**config.mk**
```make
export PLATFORM = sky130hd
export DESIGN_NAME = query_cnt
export DESIGN_NICKNAME = d
export VERILOG_FILES = /design/src/rtl/cnt_proto_pkg.sv /design/src/rtl/edge_detect.sv /design/src/rtl/query_cnt.sv
export SDC_FILE = /design/constraint.sdc
export NUM_CORES = 1
export LEC_CHECK = 0
export ABC_AREA = 1
export BUFFER_PORTS_ARGS = -buffer_cell sky130_fd_sc_hd__buf_4
export CORE_ASPECT_RATIO = 1.75
export CORE_UTILIZATION = 45
export CTS_BUF_LIST = sky130_fd_sc_hd__clkbuf_4 sky130_fd_sc_hd__clkbuf_8
export CTS_CLUSTER_DIAMETER = 100
export DETAILED_ROUTE_END_ITERATION = 6
export PLACE_DENSITY_LB_ADDON = 0.15
export SLEW_MARGIN = 20
export SYNTH_ARGS = -nofsm -noshare
export SYNTH_HDL_FRONTEND = slang
export SYNTH_SLANG_ARGS = --single-unit
```
**constraint.sdc**
```tcl
create_clock -name clk -period 1.6 [get_ports clk]
set_clock_uncertainty 0.05 [all_clocks]
set_input_delay 0.32 -clock clk [delete_from_list [all_inputs] [get_ports clk]]
set_output_delay 0.32 -clock clk [all_outputs]
set_load 0.01 [all_outputs]
```
**src/rtl/cnt_proto_pkg.sv**
```systemverilog
// rtl/cnt_proto_pkg.sv - shared state encoding and defaults for the count protocol
package cnt_proto_pkg;

  localparam int DEFAULT_TIMEOUT = 50000;

  typedef enum logic [2:0] {
    ST_IDLE    = 3'd0,
    ST_TX_WAIT = 3'd1,
    ST_TX_GO   = 3'd2,
    ST_TX_BUSY = 3'd3,
    ST_RX_WAIT = 3'd4,
    ST_DONE    = 3'd5
  } state_e;

  function automatic logic [8:0] sat_inc9(input logic [8:0] v);
    return (v == 9'h1FF) ? v : v + 9'd1;
  endfunction

endpackage

```
**src/rtl/edge_detect.sv**
```systemverilog
// rtl/edge_detect.sv - rising-edge detector for a level input
module edge_detect (
  input  logic clk,
  input  logic reset,
  input  logic in,
  output logic rise
);

  logic prev_q;

  // Previous sample resets high so a level already asserted at reset is not seen as new.
  always_ff @(posedge clk) begin
    if (!reset) prev_q <= 1'b1;
    else        prev_q <= in;
  end

  assign rise = in & ~prev_q;

endmodule

```
**src/rtl/query_cnt.sv**
```systemverilog
// rtl/query_cnt.sv - count-protocol initiator: sends N, checks replies 0..N with per-byte timeout
module query_cnt
  import cnt_proto_pkg::*;
#(
  parameter int TIMEOUT = DEFAULT_TIMEOUT
) (
  input  logic       clk,
  input  logic       reset,
  input  logic       activate,
  input  logic [7:0] count,
  input  logic       tx_active,
  input  logic       tx_done,
  input  logic       rx_ready,
  input  logic [7:0] rx_data,
  output logic [7:0] tx_data,
  output logic       tx_start,
  output logic       done,
  output logic       pass,
  output logic [8:0] err_cnt,
  output logic       timeout
);

  localparam int TW = $clog2(TIMEOUT + 1);
  localparam logic [TW-1:0] TIMER_LAST = TW'(TIMEOUT - 1);

  state_e        state_q;
  logic [7:0]    n_q;
  logic [8:0]    expected_q;
  logic [8:0]    err_cnt_q;
  logic [TW-1:0] timer_q;
  logic [7:0]    tx_data_q;
  logic          tx_start_q;
  logic          done_q;
  logic          pass_q;
  logic          timeout_q;

  logic          rx_rise;
  logic [8:0]    err_cnt_d;
  logic          last_byte;
  logic          timer_expired;

  edge_detect u_rx_edge (
    .clk   (clk),
    .reset (reset),
    .in    (rx_ready),
    .rise  (rx_rise)
  );

  // Expected is 9 bits wide so N=255 needs 256 replies before the compare matches.
  assign err_cnt_d     = (rx_data != expected_q[7:0]) ? sat_inc9(err_cnt_q) : err_cnt_q;
  assign last_byte     = (expected_q == {1'b0, n_q});
  assign timer_expired = (timer_q == TIMER_LAST);

  always_ff @(posedge clk) begin
    if (!reset) begin
      state_q    <= ST_IDLE;
      n_q        <= 8'd0;
      expected_q <= 9'd0;
      err_cnt_q  <= 9'd0;
      timer_q    <= '0;
      tx_data_q  <= 8'd0;
      tx_start_q <= 1'b0;
      done_q     <= 1'b0;
      pass_q     <= 1'b0;
      timeout_q  <= 1'b0;
    end else begin
      case (state_q)
        ST_IDLE: begin
          tx_start_q <= 1'b0;
          done_q     <= 1'b0;
          if (activate && !rx_ready) begin
            n_q        <= count;
            expected_q <= 9'd0;
            err_cnt_q  <= 9'd0;
            pass_q     <= 1'b0;
            timeout_q  <= 1'b0;
            state_q    <= ST_TX_WAIT;
          end
        end
        ST_TX_WAIT: begin
          if (!tx_active) begin
            tx_data_q  <= n_q;
            tx_start_q <= 1'b1;
            state_q    <= ST_TX_GO;
          end
        end
        ST_TX_GO: begin
          tx_start_q <= 1'b0;
          state_q    <= ST_TX_BUSY;
        end
        ST_TX_BUSY: begin
          if (tx_done) begin
            timer_q <= '0;
            state_q <= ST_RX_WAIT;
          end
        end
        ST_RX_WAIT: begin
          if (rx_rise) begin
            err_cnt_q  <= err_cnt_d;
            expected_q <= expected_q + 9'd1;
            timer_q    <= '0;
            if (last_byte) begin
              done_q  <= 1'b1;
              pass_q  <= (err_cnt_d == 9'd0);
              state_q <= ST_DONE;
            end
          end else if (timer_expired) begin
            timer_q   <= timer_q + TW'(1);
            timeout_q <= 1'b1;
            done_q    <= 1'b1;
            pass_q    <= 1'b0;
            state_q   <= ST_DONE;
          end else begin
            timer_q <= timer_q + TW'(1);
          end
        end
        ST_DONE: begin
          done_q <= 1'b1;
          if (!activate && !rx_ready) begin
            done_q  <= 1'b0;
            state_q <= ST_IDLE;
          end
        end
        default: begin
          tx_start_q <= 1'b0;
          done_q     <= 1'b0;
          state_q    <= ST_IDLE;
        end
      endcase
    end
  end

  assign tx_data  = tx_data_q;
  assign tx_start = tx_start_q;
  assign done     = done_q;
  assign pass     = pass_q;
  assign err_cnt  = err_cnt_q;
  assign timeout  = timeout_q;

endmodule

```
==> impl_metrics.json <==
{
  "synthesis.area_sq_um": 3190,
  "synth_nets": 505,
  "vdd_drop_max_mv": 0.921,
  "initial_core_util_pct": 46.6,
  "dieWidth_um": 65.7,
  "firstDrtPassIters": 4,
  "cts_tree": "yes",
  "path_max_fanout": 3,
  "p_leak_nw": 2.12,
  "synthFlopType": "dfxtp_1",
  "setup_viol": 8,
  "status": "complete, but fails checks",
  "synth_edf_count": 0,
  "dp_slack_ns": -0.186,
  "grt_max_degree": 21,
  "routedWlPerCell_um": 13.1,
  "cpLargestDelayFamily": "simple AND/OR/NAND/NOR gates",
  "postSynthAreaPerCell_sq_um": 6.65,
  "grt_pass1_vias": 3535,
  "worst_pin_slew_ns": 0.368,
  "yosysWarnings": 0,
  "hold_path_class": "in -> reg",
  "synth_cells": 480,
  "gp_congestion": 0.831,
  "r2r-start": "timer_q[1]$_SDFFE_PN0P_",
  "period_needed_ns": 1.72,
  "crit_path_start_kind": "flop",
  "fin_crit_sh_pct": 107,
  "synth_seq_cells": 58,
  "grt_util_met3_pct": 5.70,
  "end_kind": "flop",
  "clock_sinks": 58,
  "timing_worst_setup_path_type": "reg -> reg",
  "fin_setup_tns_ns": -0.570,
  "grt_pass1_wl_um": 14800,
  "grt_use_met1_pct": 26.1,
  "maxSlewViolCount": 0,
  "power_mw": 4.46,
  "area_growth_pct": 50.2,
  "violations": "negative setup slack",
  "utilization_pct": 69.9,
  "layout_setup_ws_ns": -0.116,
  "met2_usage_pct": 46.6,
  "synthTopCellsByCount": "nand2_1 (123), dfxtp_1 (58), inv_1 (55)",
  "finalHoldViolCount": 0,
  "r2r_slack_ns": -0.12,
  "n_fill_cell": 586,
  "row_count": 40,
  "path_buf_inv": 2,
  "crit_path_max_incr_delay_ns": 0.36,
  "min_from": "count[6]",
  "ctsHoldBuffers": 0,
  "portBuffers": 42,
  "r2r-end": "timer_q[15]$_SDFFE_PN0P_",
  "clk_pin_slew_ns": 0.06,
  "clk_latency_ns": 0.35,
  "max_cap_violations": 0,
  "layout-drive-gt1-share_pct": 39.3,
  "synth_top_area_share_pct": 36.4,
  "max-slew-margin-rel_pct": 75.4,
  "yosysMostFrequentCell": "nand2_1",
  "synth_area_leader_cell": "dfxtp_1",
  "seq_area_frac_synth_pct": 36.4,
  "whs_endpoint": "n_q[6]$_SDFFE_PN0P_",
  "io_pins": 43,
  "required_ns": 1.83,
  "p_per_area_nw_per_um2": 931,
  "route.detailed.drc": 0,
  "core_sq_um": 6860,
  "clockBufferDepth": 2,
  "tritoncts.num_buffers": 9,
  "netlist_top_cells_area": "dfxtp_1 (36%), nand2_1 (14%), o21ai_0 (6.6%), inv_1 (6.5%), a21oi_1 (6.4%)",
  "crit_chain": "buf_6, nand4_1, nor2_2, nand2_2, nor2_4, nand4_1, inv_2, nand2_1, nand2_1, nand3_1, a21oi_1",
  "grt_busiest_layer": "met2",
  "crit_arrival_ns": 1.95,
  "synth.distinct_cells": 39,
  "hold_path_depth": 3,
  "dr.first_iter.drc_count": 140,
  "htreeDepth": 3,
  "dieArea_sq_um": 7450,
  "antenna_found_initial": 0,
  "antenna_left": 0,
  "track_usage_pct": 25.5,
  "die_h_um": 113,
  "slowest_stage": "dfxtp_2",
  "vias": 3608,
  "fmax_mhz": 583,
  "rsz0062_at_grt": "true",
  "dpl.hpwl_um": 6400,
  "antenna_cells": 0,
  "grt_overflow": 0,
  "rr_worst_depth": 11,
  "routed_wl_um": 9180,
  "async_reset_ff_share_pct": 0,
  "cts-root-buf": "clkbuf_8",
  "layout.nets": 641,
  "avgViaCountPerCell": 5.14
}
[final cells by class]
| cell class | instances | area (sq um) | area share, % |
|---|---|---|---|
| Clock buffer | 13 | 166 | 3.47 |
| Inverter | 62 | 239 | 4.98 |
| Multi-Input combinational cell | 349 | 2010 | 41.9 |
| Sequential cell | 58 | 1190 | 24.9 |
| Tap cell | 84 | 105 | 2.19 |
| Timing Repair Buffer | 136 | 1080 | 22.6 |
[metal layers]
layer  part of all wire [%]  vias to the layer above  routed length (um)
met5                      0                        -                   0
met4                    3.2                        0                 297
met3                    2.6                       27                 237
met2                     55                       64                5010
met1                     40                     1677                3640
li1                       -                     1840                   -
[state kept, by name, indices dropped and copies added, names as in the netlist]
signal            count
timer_q              16
err_cnt               9
expected_q            9
n_q                   8
tx_data               8
state_q               3
done                  1
pass                  1
timeout               1
tx_start              1
u_rx_edge.prev_q      1
[power breakdown]
group	internal [mW]	switching (mW)	leakage [nW]
clock	0.655	0.538	0.0883
combinational	0.718	0.834	1.56
sequential	1.60	0.115	0.479
total	2.98	1.49	2.12
[through the flow]
step | cells | cell area, sq um | hold WS (ns)
finish | 702 | 4790 | 0.197
global route | 702 | 4790 | 0.202
CTS | 692 | 4550 | 0.188
detailed placement | 663 | 4110 | 0.418
global placement | 663 | 4110 | 0.404
floorplan | 480 | 3210 | 0.397
[cell families after synthesis]
kind of cell | after synthesis | share of synthesized area (%)
AND/OR/NAND/NOR | 235 | 33.9
AO/OA/AOI/OAI | 101 | 17.2
buffers and inverters | 74 | 8.93
flip-flops | 58 | 36.4
XOR/XNOR | 9 | 2.47
adder cells (fa/ha/maj) | 3 | 1.18
[tightest hold or removal path, delay by kind of cell]
| family | cells | cell delay [ns] |
|---|---|---|
| AOI/OAI and AO/OA | 1 | 0.08 |
| and+or+nand+nor | 1 | 0.08 |
| buffers and inverters | 1 | 0.07 |
[timing repair]
action                     CTS  global route
buffers inserted            15             9
pin swaps                   13            32
gates cloned                 1             1
setup endpoints to repair   19            43
resized for setup           49            57
[placed cells by master (no fill, tap or decap), types with 13 or more instances in the layout]
| cell | synthesis | final |
|---|---|---|
| nand2_2 | 2 | 14 |
| buf_4 | 1 | 125 |
| nor2_1 | 51 | 40 |
| nand2_1 | 123 | 109 |
| a21oi_1 | 41 | 40 |
| inv_2 | 6 | 13 |
| nand3_1 | 27 | 22 |
| o21ai_0 | 42 | 30 |
| dfxtp_1 | 58 | 43 |
| inv_1 | 55 | 47 |
[how the worst max path moves through the flow]
stage / endpoint / from / cells after the start / slack [ns]
finish: timer_q[15]$_SDFFE_PN0P_ / timer_q[1]$_SDFFE_PN0P_ / 11 / -0.12
global route: pass$_SDFFE_PN0P_ / expected_q[6]$_SDFFE_PN0P_ / 11 / -0.20
floorplan: pass$_SDFFE_PN0P_ / err_cnt[0]$_SDFFE_PN0P_ / 13 / 0.006
detailed placement: pass$_SDFFE_PN0P_ / rx_data[6] / 12 / -0.19
global placement: pass$_SDFFE_PN0P_ / rx_data[7] / 14 / -0.14
CTS: timer_q[15]$_SDFFE_PN0P_ / timer_q[1]$_SDFFE_PN0P_ / 11 / -0.11
No activity file was read; power rests on OpenSTA's default activity.
